`src/rtl/matrix_host_ctrl.sv`:
```
// matrix_host_ctrl: collects 18 operand bytes, drives one Load/Done exchange with
// the 3x3 multiplier, then streams the 9 result bytes out with valid/ready.
module matrix_host_ctrl #(
  parameter int TIMEOUT = 1023
) (
  input  logic        clk,
  input  logic        Reset_n,
  input  logic [7:0]  in_data,
  input  logic        in_valid,
  output logic        in_ready,
  output logic [71:0] A_flat,
  output logic [71:0] B_flat,
  output logic        mm_load,
  input  logic        mm_done,
  input  logic [71:0] res_flat,
  output logic [7:0]  out_data,
  output logic        out_valid,
  input  logic        out_ready,
  output logic        out_last,
  output logic        busy,
  output logic        err
);
  localparam int TW = $clog2(TIMEOUT + 1);
  typedef enum logic [2:0] {COLLECT, LOAD, WAIT_BUSY, WAIT_DONE, SEND} state_t;
  state_t state, state_nx;
  logic [4:0] in_cnt;
  logic [3:0] out_cnt;
  logic [TW-1:0] tmo;
  logic [71:0] res;
  logic in_hs, out_hs, tmo_hit, waiting;
  assign in_ready = state == COLLECT;
  assign in_hs = in_valid & in_ready;
  assign out_hs = out_valid & out_ready;
  assign tmo_hit = tmo == TW'(TIMEOUT - 1);
  assign waiting = state == WAIT_BUSY || state == WAIT_DONE;
  assign out_data = res[8*int'(out_cnt) +: 8];
  assign out_last = out_valid && out_cnt == 4'd8;
  always_comb begin
    state_nx = state;
    case (state)
      COLLECT:   state_nx = in_hs && in_cnt == 5'd17 ? LOAD : COLLECT;
      LOAD:      state_nx = WAIT_BUSY;
      WAIT_BUSY: state_nx = !mm_done ? WAIT_DONE : tmo_hit ? COLLECT : WAIT_BUSY;
      WAIT_DONE: state_nx = mm_done ? SEND : tmo_hit ? COLLECT : WAIT_DONE;
      SEND:      state_nx = out_hs && out_cnt == 4'd8 ? COLLECT : SEND;
      default:   state_nx = COLLECT;
    endcase
  end
  always_ff @(posedge clk or negedge Reset_n) begin
    if (!Reset_n) state <= COLLECT;
    else state <= state_nx;
  end
  // Registered outputs are loaded from the next state so they line up with it.
  always_ff @(posedge clk or negedge Reset_n) begin
    if (!Reset_n) begin
      in_cnt    <= '0;
      out_cnt   <= '0;
      tmo       <= '0;
      res       <= '0;
      A_flat    <= '0;
      B_flat    <= '0;
      mm_load   <= 1'b0;
      out_valid <= 1'b0;
      busy      <= 1'b0;
      err       <= 1'b0;
    end else begin
      mm_load   <= state_nx == LOAD;
      out_valid <= state_nx == SEND;
      busy      <= state_nx != COLLECT;
      tmo       <= waiting && state_nx == state ? tmo + 1'b1 : '0;
      err       <= err | (waiting && state_nx == COLLECT);
      if (in_hs) begin
        in_cnt <= in_cnt == 5'd17 ? 5'd0 : in_cnt + 5'd1;
        if (in_cnt < 5'd9) A_flat[8*int'(in_cnt) +: 8] <= in_data;
        else B_flat[8*(int'(in_cnt) - 9) +: 8] <= in_data;
      end
      if (state == WAIT_DONE && mm_done) begin
        res     <= res_flat;
        out_cnt <= '0;
      end else if (out_hs) out_cnt <= out_cnt == 4'd8 ? 4'd0 : out_cnt + 4'd1;
    end
  end
endmodule

```
`config.mk`:
```
export PLATFORM = sky130hd
export DESIGN_NAME = matrix_host_ctrl
export DESIGN_NICKNAME = d
export VERILOG_FILES = /design/src/rtl/matrix_host_ctrl.sv
export SDC_FILE = /design/constraint.sdc
export NUM_CORES = 1
export LEC_CHECK = 0
export ABC_CLOCK_PERIOD_IN_PS = 4600
export CORE_MARGIN = 2
export CORE_UTILIZATION = 51
export DETAILED_ROUTE_END_ITERATION = 10
export GPL_ROUTABILITY_DRIVEN = 0
export HOLD_SLACK_MARGIN = 0.02
export PLACE_DENSITY = 0.91
export SETUP_SLACK_MARGIN = 0.02
export SLEW_MARGIN = 20
export SYNTH_ARGS = -nofsm -noshare
export SYNTH_HDL_FRONTEND = slang
export SYNTH_SLANG_ARGS = --single-unit
```
`constraint.sdc`:
```
create_clock -name clk -period 4.6 [get_ports clk]
set_input_delay 0.92 -clock clk [delete_from_list [all_inputs] [get_ports clk]]
set_output_delay 0.92 -clock clk [all_outputs]
set_load 0.02 [all_outputs]
```
* Word-level counts from Yosys, hierarchy flattened *
Cells that the tools add are included.

word-level totals
  register bits = 242
  bits of input ports = 85
  output and inout port bits = 158
  logic and storage cells = 64

operators by class
  add/subtract/negate cells = 6
  order comparisons = 1
  equality and inequality tests = 10
  shift-type cells = 5
  mux-type cells = 14
  bitwise operators = 4
  reduce and logical (&&, ||, !) cells = 13

operators with widths
  operator                 number
  $bwmux 72                2
  $shift 8x33->72 const A  2
  $shiftx 8x33->72         2
  $shiftx 72x8->8          1
  $neg 8->33               1
  $neg 9->33               1
  $pmux 3 s5               1
  $mux 4                   3
  $add 10x1->10 const B    1
  $eq 10x10->1 const B     1
  $mux 10                  1
  $eq 3x1->1 const B       2
  $eq 3x2->1 const B       2
  $eq 3x3->1 const B       2
  $logic_and 1x1->1        6
  $logic_not 3->1          2
  $mux 2                   3
  $mux 3                   2
  $sub 5x4->6 const B      1
  $add 5x1->5 const B      1
  $eq 5x5->1 const B       1
  $lt 5x4->1 const B       1
  $mux 5                   1
  $add 4x1->4 const B      1
  10 further kinds         12

* Longest topological paths before layout *
  depth after elaboration = 8
  mapped depth = 15
  depth with buffers taken out = 11

* Worst setup path after synthesis *
Ideal clock, no wire load.

  path kind = reg-to-reg
  start point = register in_cnt[0]
  end point = register B_flat[0]
  library setup time = 0.123 ns
  data arrival time = 3.525 ns
  required time = 4.477 ns
  setup slack = 0.952 ns
  stages on the path, launching flop included = 16
  path buffers = 5
  period minus slack after synthesis = 3.648 ns
  cells stage by stage = dfrtp_1 -> buf_2 -> inv_1 -> ha_1 -> buf_2 -> and2_1 -> clkbuf_2 -> nand3_1 -> inv_1 -> ha_1 -> clkbuf_1 -> clkinv_1 -> o41a_1 -> a2111o_1 -> buf_6 -> mux2i_1

on the way
  word-level cells in the longest chain between the ends = 4
  elaborated cells on any way between the ends = 8
  those cells by class = 2 x add/sub; 1 x order compare; 2 x shift; 1 x mux; 1 x bitwise; 1 x reduce/logical

ends and longest elaborated chain
  element                                              line  RTL
  start, declared                                      26    logic [4:0] in_cnt;
  start signal, assigned                               73    in_cnt <= in_cnt == 5'd17 ? 5'd0 : in_cnt + 5'd1;
  $sub 5x4->6                                          75    else B_flat[8*(int'(in_cnt) - 9) +: 8] <= in_data;
  $neg 9->33                                           75
  $shiftx 8x33->72 or $shift 8x33->72 (tied branches)  75
  $bwmux 72                                            75
  end signal, assigned by index                        75
  end, declared                                        12    output logic [71:0] B_flat,

Parallel ways exist; a longest one is shown, timed or not.
A chain may end at the register's enable or synchronous reset.

* Worst setup path in the final report *
  start point = register out_cnt[0]
  end point = output out_data[1]

on the way
  word-level cells in the longest chain between the ends = 1

ends and longest elaborated chain
  element                 line  RTL
  start, declared         27    logic [3:0] out_cnt;
  start signal, assigned  80    end else if (out_hs) out_cnt <= out_cnt == 4'd8 ? 4'd0 : out_cnt + 4'd1;
  $shiftx 72x8->8         36    assign out_data = res[8*int'(out_cnt) +: 8];
  end, declared           16    output logic [7:0] out_data,

No other way between the ends.

==> results.ini <==
[clock_network]
root_buffer=clkbuf_16
hold_buffers=0
htree_levels=1
cts.sinks=242
cts_buffers=25
cts_buffer_depth=3
clkTransAtPathRegs_ns=0.06
clock_latency_ns=0.53
tritoncts=done

[power]
ir_drop_uv=509.7
power.density_nw_per_um2=563.5
p_int_mw=5.185
p_seq_share_pct=37.3
switching_power_mw=3.006
p_clk_share_pct=24.4
power.leakage_nw=6.938
swShare_pct=36.70
p_comb_share_pct=38.3

[drt]
drtPass1Iterations=5
wl_microns=29640
drtIter0Drc=672
vias=8478
drc=0
drtAntennaViolNets=0
via_per_inst=5.589
avgRoutedWirePerCell_microns=19.54

[yosys]
syn_area_sq_um=10970
async_flop_share_pct=100.0
yosysWarnings=0
yosysSeqAreaShare_pct=55.21
syn_area_per_cell_sq_um=11.17
synth_edf_count=0
synth-main-ff-cell=dfrtp_1
synth_cells=982
ys_types=62
ys_ff_latch=242
synth.net_count=1083

[setup_path]
critPathSlowestCell=nor4b_1
path_class=reg -> out
crit_family=buffers and inverters
end_kind=output pin
arrival_ns=3.19
worstPathCellList=nor4b_1 > buf_4 > nand2_1 > o21ai_0 > clkdlybuf4s50_1
cpPeakStageDelay_ns=0.81
path_max_fanout=14
crit_buf_inv=2
critPathLaunchType=register
required_ns=3.68

[timing]
grt_setup_unrepaired=no
tightest_slew_ns=0.8844
setup_viol=0
final_max_slew_viol_count=0
max_freq_mhz=243.2
tns_ns=0
timing.final.crit_share_pct=89.38
setup_ws_ns=0.4887
skew_ns=0.02472
min_period_ns=4.111
worst_hold_slack_ns=0.3092
hold_violations=0
max-slew-margin-rel_pct=41.04

[min_path]
hold_class=in -> async

[die]
core_sq_um=21090
fp.dieH_microns=150.7
die_w_microns=150.7
io_pins=243
die_area_sq_um=22700
floorplan.initialDensity_pct=52.01
num_rows=53

[global_routing]
track_usage_pct=26.46
antenna_found_initial=0
grt_overflow=0
grt_pass1_vias=8851
grt_first_pass_wirelength_microns=46750
grt_max_degree=137

[run]
drv_cap=0

[layout]
drive_gt1_share_pct=16.02
nets=1324
area_growth_pct=32.52
diodes=0

[outcome]
status=completed

[placement]
detailed_place_hpwl_microns=20920
preCtsSetupSlack_ns=0.4972
port_buffers=242

-- final timing paths --
check                      slack [ns]          end  startpoint  depth (start not counted)
max in group asynchronous        3.22   B_flat[24]     Reset_n                          3
max                              0.49  out_data[1]  out_cnt[0]                          5
max reg2reg                      0.50   B_flat[32]   in_cnt[1]                         11
min in group clk                 0.47      res[52]     res[52]                          2
min                              0.31    A_flat[3]     Reset_n                          1
min reg2reg                      0.47      res[52]     res[52]                          2
-- cell type report --
type                       count  area (sq um)
clock inverter                12         97.59
sequential                   242          6056
multi-input combinational    672          4648
tap                          275         344.1
inverter                      24         90.09
timing repair buffer         258          2580
fill                        1513          6553
clock buffer                  34         719.4
-- worst register-to-register path, stage by stage (launching register included) --
cell and delay (ns):
dfrtp_1 0.50, inv_1 0.14, ha_1 0.54, and2_1 0.36
nand3_1 0.14, inv_1 0.09, ha_1 0.37, nor4b_1 0.40
nand4_1 0.20, nor3_2 0.31, nand4_1 0.48, mux2_2 0.46
-- power by group through the flow --
stage	clock [mW]	combinational, mW	sequential, mW
6_report	2.00	3.14	3.05
3_5_place_dp	0	3.09	3.07
3_3_place_gp	0	2.99	3.04
5_1_grt	2.13	3.41	3.11
4_1_cts	2.04	3.13	3.04
2_1_floorplan	0	1.75	3.17
-- timing repair --
| item | CTS | global route |
|---|---|---|
| endpoints found under the hold margin | 0 | 0 |
| buffers inserted | 0 | 1 |
| gates resized for setup | 0 | 1 |
| endpoints found under the setup margin | 0 | 8 |
-- flip-flops by register name, indices dropped and copies added, names as in the netlist --
| register | cells |
|---|---|
| out_cnt | 4 |
| res | 72 |
| state | 3 |
| tmo | 10 |
| busy | 1 |
| mm_load | 1 |
| out_valid | 1 |
| in_cnt | 5 |
| B_flat | 72 |
| A_flat | 72 |
| err | 1 |
-- layout by cell type, fill, tap and decap left out, types with 19 or more instances in the layout --
cell             synthesis  layout
o21ai_0                 21      21
mux2_1                  26      26
nand2_1                268     268
dfrtp_1                242     242
clkdlybuf4s50_1          0     241
mux2_2                 102     102
clkbuf_16                0      25
inv_1                   23      23
nor2b_1                 20      19
nor2_1                  55      55
-- Yosys cell counts (2+ instances only) --
master	instances	area share, %
nor3_4	2	0.30
nor2_2	2	0.11
and4b_1	3	0.27
ha_1	16	1.8
mux2_1	26	2.7
nand4_1	14	0.80
o21ai_0	21	0.96
or3_1	4	0.23
and3_1	3	0.17
buf_1	9	0.31
nand2_1	268	9.2
mux2i_1	16	1.5
a21oi_1	7	0.32
nor4b_1	2	0.16
nor2b_1	20	1.1
a22oi_1	2	0.14
nor2_1	55	1.9
clkbuf_1	26	0.89
nand3_1	16	0.73
buf_2	5	0.23
xnor2_1	5	0.40
nor3_1	9	0.41
mux2_2	102	10
nand2b_1	11	0.63
nand4_2	4	0.46
mux4_2	16	3.3
and4_1	5	0.40
xor2_1	7	0.56
nand3b_1	2	0.14
dfrtp_1	242	55
inv_1	23	0.79
buf_6	2	0.21
and2_1	3	0.17
o31ai_1	4	0.27
nor3b_1	3	0.21
-- cell families after synthesis --
kind of cell | count (synthesis) | share of synthesized area (%)
AO/OA/AOI/OAI | 47 | 2.909
flip-flops | 242 | 55.21
XOR/XNOR | 13 | 1.186
buffers and inverters | 68 | 2.567
multiplexers | 161 | 18.01
AND/OR/NAND/NOR | 435 | 18.29
adder cells (fa/ha/maj) | 16 | 1.825
-- layer usage --
layer  share of wire, %  wire length (microns)  global-route usage, %
met5                  0                      0                      0
met4                4.1                   1202                  11.03
met3                8.2                   2428                  5.909
met2                 50                  14720                  45.30
met1                 38                  11290                  32.49
-- per-stage QoR --
stage | total power, mW | instances | utilization [%] | instance area (sq um)
finish | 8.191 | 1517 | 68.93 | 14540
global route | 8.652 | 1517 | 68.93 | 14540
CTS | 8.209 | 1515 | 68.74 | 14500
detailed placement | 6.162 | 1469 | 64.86 | 13680
global placement | 6.030 | 1469 | 64.86 | 13680
floorplan | 4.920 | 982 | - | 10970
(Power assumes the default switching activity.)
